`src/rtl/demux_sel_sequencer.sv`:
```
// demux_sel_sequencer
//   Scans the enabled channels of an 8-way demultiplexer, holding each
//   channel for dwell+1 cycles and routing serial data to it.
//
// Parameters
//   DWELL_W  width of the per-channel dwell count
// Ports
//   clk    in   sole clock, rising edge
//   rst_n  in   asynchronous active-low reset
//   start  in   single-cycle request to begin a scan pass (IDLE only)
//   abort  in   terminate an active scan
//   mask   in   [7:0] channel enable bits, bit k = channel k
//   dwell  in   [DWELL_W-1:0] cycles per channel minus one
//   din    in   serial data to be routed
//   s      out  [2:0] registered channel select
//   i      out  registered data (din delayed one cycle while scanning)
//   busy   out  high while a scan is active
//   done   out  one-cycle pulse at scan end
// Configuration
//   SEQ_LOOP_EN  when defined, the scan wraps to the lowest enabled channel
//                forever (done pulses at each wrap); only abort/reset end it.

module demux_sel_sequencer #(
    parameter int DWELL_W = 4
) (
    input  logic               clk,
    input  logic               rst_n,
    input  logic               start,
    input  logic               abort,
    input  logic [7:0]         mask,
    input  logic [DWELL_W-1:0] dwell,
    input  logic               din,
    output logic [2:0]         s,
    output logic               i,
    output logic               busy,
    output logic               done
);

    typedef enum logic [1:0] {IDLE, HOLD, DONE} state_t;

    state_t             state, state_nxt;
    logic [DWELL_W-1:0] cnt, cnt_d;
    logic [7:0]         mask_q, mask_d;
    logic [DWELL_W-1:0] dwell_q, dwell_d;
    logic [2:0]         s_d;
    logic               i_d, busy_d, done_d;

    logic [2:0]         low_in;    // lowest set bit of the mask input
    logic [2:0]         next_ch;   // next higher set bit of the latched mask
    logic               has_next;
    logic               wrap;

    // Channel search helpers
    always_comb begin
        low_in   = '0;
        next_ch  = s;
        has_next = 1'b0;
        for (int unsigned k = 8; k > 0; k--) begin
            if (mask[k-1]) low_in = 3'(k-1);
        end
        for (int unsigned k = 0; k < 8; k++) begin
            if (!has_next && (k > 32'(s)) && mask_q[k]) begin
                has_next = 1'b1;
                next_ch  = 3'(k);
            end
        end
    end

`ifdef SEQ_LOOP_EN
    logic [2:0] low_q;

    always_comb begin
        low_q = '0;
        for (int unsigned k = 8; k > 0; k--) begin
            if (mask_q[k-1]) low_q = 3'(k-1);
        end
    end
`endif

    // State register and registered outputs
    always_ff @(posedge clk or negedge rst_n) begin
        if (!rst_n) begin
            state   <= IDLE;
            s       <= '0;
            i       <= 1'b0;
            busy    <= 1'b0;
            done    <= 1'b0;
            cnt     <= '0;
            mask_q  <= '0;
            dwell_q <= '0;
        end else begin
            state   <= state_nxt;
            s       <= s_d;
            i       <= i_d;
            busy    <= busy_d;
            done    <= done_d;
            cnt     <= cnt_d;
            mask_q  <= mask_d;
            dwell_q <= dwell_d;
        end
    end

    // Next-state logic; abort takes priority over the channel advance
    always_comb begin
        state_nxt = state;
        case (state)
            IDLE: begin
                if (start) state_nxt = (mask != '0) ? HOLD : DONE;
            end
            HOLD: begin
                if (abort) begin
                    state_nxt = DONE;
                end else if ((cnt == '0) && !has_next) begin
`ifdef SEQ_LOOP_EN
                    state_nxt = HOLD;
`else
                    state_nxt = DONE;
`endif
                end
            end
            DONE:    state_nxt = IDLE;
            default: state_nxt = IDLE;
        endcase
    end

    // Output / datapath next values, registered above
    always_comb begin
        s_d     = s;
        cnt_d   = cnt;
        mask_d  = mask_q;
        dwell_d = dwell_q;
        wrap    = 1'b0;
        case (state)
            IDLE: begin
                if (start && (mask != '0)) begin
                    mask_d  = mask;
                    dwell_d = dwell;
                    s_d     = low_in;
                    cnt_d   = dwell;
                end
            end
            HOLD: begin
                if (!abort) begin
                    if (cnt == '0) begin
                        if (has_next) begin
                            s_d   = next_ch;
                            cnt_d = dwell_q;
                        end else begin
`ifdef SEQ_LOOP_EN
                            s_d   = low_q;
                            cnt_d = dwell_q;
                            wrap  = 1'b1;
`endif
                        end
                    end else begin
                        cnt_d = cnt - 1'b1;
                    end
                end
            end
            default: ;
        endcase
        // i/busy reflect the state being entered so they line up with s
        i_d    = (state_nxt == HOLD) ? din : 1'b0;
        busy_d = (state_nxt == HOLD);
        done_d = (state_nxt == DONE) || wrap;
    end

endmodule

```
`config.mk`:
```
export PLATFORM = sky130hd
export DESIGN_NAME = demux_sel_sequencer
export DESIGN_NICKNAME = d
export VERILOG_FILES = /design/src/rtl/demux_sel_sequencer.sv
export SDC_FILE = /design/constraint.sdc
export NUM_CORES = 1
export LEC_CHECK = 0
export CAP_MARGIN = 20
export CORE_ASPECT_RATIO = 1.25
export CORE_MARGIN = 3
export CORE_UTILIZATION = 45
export CTS_BUF_LIST = sky130_fd_sc_hd__clkbuf_4
export CTS_CLUSTER_DIAMETER = 150
export DETAILED_ROUTE_END_ITERATION = 7
export PLACE_DENSITY_LB_ADDON = 0.05
export RECOVER_POWER = 50
export SYNTH_ARGS = -nofsm -noshare
export SYNTH_HDL_FRONTEND = slang
export SYNTH_SLANG_ARGS = --single-unit
```
`constraint.sdc`:
```
create_clock -name clk -period 2.2 [get_ports clk]
set_input_delay 0.44 -clock clk [delete_from_list [all_inputs] [get_ports clk]]
set_output_delay 0.44 -clock clk [all_outputs]
set_load 0.05 [all_outputs]
```
-- Yosys cells after proc, flatten, opt, wreduce, memory -nomap -nowiden
Index checks and enable logic that the tools add are counted.
- equal/unequal tests: 9
- add/sub/neg operators: 1
- $lt $le $gt $ge: 7
- muxes and demuxes: 38
- reductions and logical operators: 29
- operators with widths (operator ; number):
    3-bit 2-to-1 mux ; 19
    4-bit 2-to-1 mux ; 4
    1-bit logical AND ; 15
    3-bit greater-than comparator, first input constant ; 4
    1-bit 2-to-1 mux ; 8
    2-bit 2-to-1 mux ; 4
    2-bit inequality test, second input constant ; 4
    8-bit inequality test, second input constant ; 1
    4-bit case mux with 2 select lines ; 1
    8-bit nonzero test ; 1
    1-bit logical NOT ; 7
    2-bit by 3-bit greater-than comparator with 1-bit output, first input constant ; 2
    3-bit case mux with 2 select lines ; 1
    6-bit AND reduction ; 1
    2-bit by 1-bit == test with 1-bit output, second input constant ; 2
    4-bit logical NOT ; 1
    2-bit case mux with 2 select lines ; 1
    4-bit AND reduction ; 1
    4-bit by 1-bit subtractor with 4-bit output, second input constant ; 1
    1-bit by 3-bit greater-than comparator with 1-bit output, first input constant ; 1
    3-bit inequality test, second input constant ; 1
    2-bit == test, second input constant ; 1
    2-bit logical NOT ; 1
    2-bit AND reduction ; 1
    2-bit nonzero test ; 1
- output and inout bits: 6
- bits in registers: 24
- word-level logic and storage cells: 92
- bits of input ports: 17

-- Depth between registers and ports, before layout
- word-level depth: 34
- depth in mapped cells: 7
- mapped depth without buffers: 7

-- Worst setup path before layout
No wires, ideal clock.
- path kind: flip-flop to flip-flop
- start: register s[2]
- end: register s[0]
- path slack: 0.284 ns
- stages on the path, launching flop included: 5
- buffers on the path: 0
- required time: 2.114 ns
- clock period less this slack: 1.916 ns
- library setup time: 0.086 ns
- arrival: 1.830 ns
- cell sequence: dfrtp_1 > inv_2 > o311a_1 > or4_1 > a32oi_1
- longest elaborated chain between the ends: 31
- elaborated cells between the ends (all ways): 46
- those cells by class: 7 x order compare; 2 x eq/ne; 17 x mux; 20 x reduce/logical
- ends and longest elaborated chain (item ; line ; RTL):
    from (decl) ; 33 ; output logic [2:0] s,
    from (signal assigned) ; 84 ; s <= '0;
    from (signal assigned) ; 93 ; s <= s_d;
    1-bit by 3-bit greater-than comparator with 1-bit output ; 62 ; if (!has_next && (k > 32'(s)) && mask_q[k]) begin
    1-bit logical AND ; 62 ;
    1-bit 2-to-1 mux ; 62 ;
    1-bit logical NOT ; 62 ;
    1-bit logical AND (2 in a row) ; 62 ;
    1-bit 2-to-1 mux ; 62 ;
    1-bit logical NOT ; 62 ;
    1-bit logical AND (2 in a row) ; 62 ;
    [12 not listed] ; n/a ;
    1-bit 2-to-1 mux ; 62 ;
    1-bit logical NOT ; 62 ;
    1-bit logical AND (2 in a row) ; 62 ;
    3-bit 2-to-1 mux ; 62 ;
    3-bit 2-to-1 mux ; 145 ; if (has_next) begin
    3-bit 2-to-1 mux ; 144 ; if (cnt == '0) begin
    3-bit 2-to-1 mux ; 143 ; if (!abort) begin
    3-bit case mux with 2 select lines ; 133 ; case (state)
Several ways; a longest one is shown, not always the timed one. The select of a mux whose other input is x is not followed.
A chain may end at the register's enable or synchronous reset.

-- Final worst setup path
- start: register s[2]
- end: output s[2]
No word-level cell between the ends.

==> run metrics <==
status finished, final reports clean; Filler cells 247; Final min period 2130 ps; GPL Wtd Cong 0.857; register area share after synthesis between 40% and 50%; Yosys reg bits 23; vias ~1300; Worst path top cell family by delay buffers and inverters; CTS tree done; Startpoint Class flop; first-pass GRT wire length 5290 um; initial drt markers 55; relative slew slack 13.6%; Initial Util between 40 and 50%; asr flop ratio synth 100%; synth warn 0; Num Clock Sinks 23; layout cells sized above 1 10.5%; Final Cycle Share 96.8%; WL final 3300 um; PwrDens roughly 1400 mW/mm2; WP data arrival 1690 ps; CP max FO 9; Antenna Violating Nets Remaining 0; Clock Skews roughly 1.8 ps; Hold Path Depth 2; critical path, cell by cell clkdlybuf4s50_1; H-tree levels 1; Slew Limit Fails 0; clk slew on worst S/H paths 120 ps; fin nets 209; leak pwr 0.758 nW; Synth Cell Area 0.00132 mm2; Residual DRC 0; Area after DPL between 0.0015 and 0.002 mm2; setup TNS 0 ps; Peak supply drop 822 uV; Critical Path Sink Type output pin; total gr overflow 0; worst-skew pair later-pin latency ~300 ps; n_diodes 0; CORE AREA 0.00273 mm2; Die Y 66.4 um; design area 0.00168 mm2; detailed placement HPWL 2570 um; total CTS buffers 3; Post-Syn Nets 174; initial antenna violation count 0; fmax around 0.47 GHz; Port Buf Inserts 22; I/O Pins 23; vias in the first global route about 1300; worst hold path class flop to flop; Syn Inst Count 156; max capacitance violation total 0; Critical Path RT 1760 ps; die footprint 0.00361 mm2; worst-margin pin slew 1300 ps; site row count 21; area growth from synthesis to layout 28.1%; drt first pass iters 4; synth unique cells 43; Die X 54.4 um; Fin. Hold Viols 0; R2R depth 5; Buffers & Inverters on Critical Path 1; hold_ws 495 ps; Worst path depth 1; WS Path Type flop to output pin; routed len/inst 14.7 um; CP max stage delay 860 ps; RSZ-0062 raised after global routing no; largest net degree at the start of global routing 24; dominant synthesized flop cell dfrtp_1; GRT Util Overall 20.1%; Max clock buf depth 2; Crit-path slowest cell clkdlybuf4s50_1; Syn Area/Cell 8.43 um2; Via-to-Cell Ratio 5.80; number of setup violations in the final report 0; CTS Root Cell clkbuf_4; Post-synth EDFFs 0
-- cells in the final DEF (no fill, tap or decap), drive strengths merged, types with 5 or more instances in the layout --
| master | netlist | final |
|---|---|---|
| a21oi | 11 | 11 |
| clkbuf | 2 | 7 |
| clkdlybuf4s50 | 0 | 20 |
| buf | 2 | 9 |
| o21ai | 10 | 10 |
| nand2 | 35 | 35 |
| nor3 | 5 | 5 |
| o211ai | 5 | 5 |
| dfrtp | 23 | 23 |
| nor2 | 10 | 10 |
| inv | 10 | 10 |
-- path summary, 6_finish.rpt --
check                              to  slack [ps]        from
setup / recovery                 s[2]          70        s[2]
hold / removal             dwell_q[1]         500  dwell_q[1]
setup reg to reg               cnt[3]         210        s[1]
hold reg to reg            dwell_q[1]         500  dwell_q[1]
max in group asynchronous        busy         520       rst_n
min in group asynchronous    state[1]         920       rst_n
-- through the flow --
step	setup slack [ps]	utilization (%)	std cells	power [mW]
6_report	70.6	61.6	224	2.35
5_1_grt	13.5	61.6	224	2.55
4_1_cts	41.4	62.0	224	2.37
3_5_place_dp	0.749	60.9	220	2.16
3_3_place_gp	33.3	60.9	220	2.13
2_1_floorplan	284	-	156	1.73
-- metal layers --
layer | up-vias | share of wire (%) | global-route usage, %
li1 | 639 | - | -
met1 | 621 | 39 | 21.6
met2 | 35 | 55 | 37.6
met3 | 4 | 4.9 | 2.48
met4 | 0 | 1.2 | 8.41
met5 | - | 0 | 0
-- synth_stat cells (2+ instances only) --
library cell | n | area share (%)
a2bb2oi_1 | 4 | 2.7
o31a_1 | 2 | 1.3
buf_2 | 2 | 0.76
nand2_1 | 35 | 10
dfrtp_1 | 23 | 44
nor2_1 | 10 | 2.9
o221ai_1 | 3 | 2.0
o21ai_0 | 8 | 3.0
clkbuf_1 | 2 | 0.57
o31ai_1 | 3 | 1.7
nor2b_1 | 2 | 0.95
nor3_1 | 4 | 1.5
o22ai_1 | 2 | 0.95
o211ai_1 | 5 | 2.9
or3_1 | 4 | 1.9
nand2b_1 | 2 | 0.95
inv_1 | 9 | 2.6
a21oi_1 | 10 | 3.8
nor4_1 | 2 | 0.95
-- report_power, final --
group	switching, mW	internal [mW]
clock	0.123	0.0830
sequential	0.197	0.618
combinational	0.772	0.559
total	1.09	1.26
-- registers in the layout, summed over array words and instances, names as in the netlist --
register and cells:
done 1, dwell_q 4, cnt 4, busy 1, state 2, i 1
s 3, mask_q 7
-- cells by family after synthesis --
group / synth area share [%]
compound gates: 26.5
simple gates: 24.5
fa+ha+maj: 0.951
buf+inv: 4.19
flops: 43.8
-- timing repair --
item,in CTS,in global routing
hold buffers,0,0
endpoints found under the setup margin,0,1
setup buffers,0,0
resized for setup,0,1
-- layout make-up --
| class | count | area (um2) | area share, % |
|---|---|---|---|
| multi-input cells | 119 | 681 | 40.4 |
| flip-flops and latches | 23 | 576 | 34.2 |
| repair buffers | 34 | 318 | 18.9 |
| well taps | 34 | 42.5 | 2.53 |
| inverters | 10 | 37.5 | 2.23 |
| clock buffers | 4 | 30.0 | 1.78 |
(Power assumes the default switching activity.)
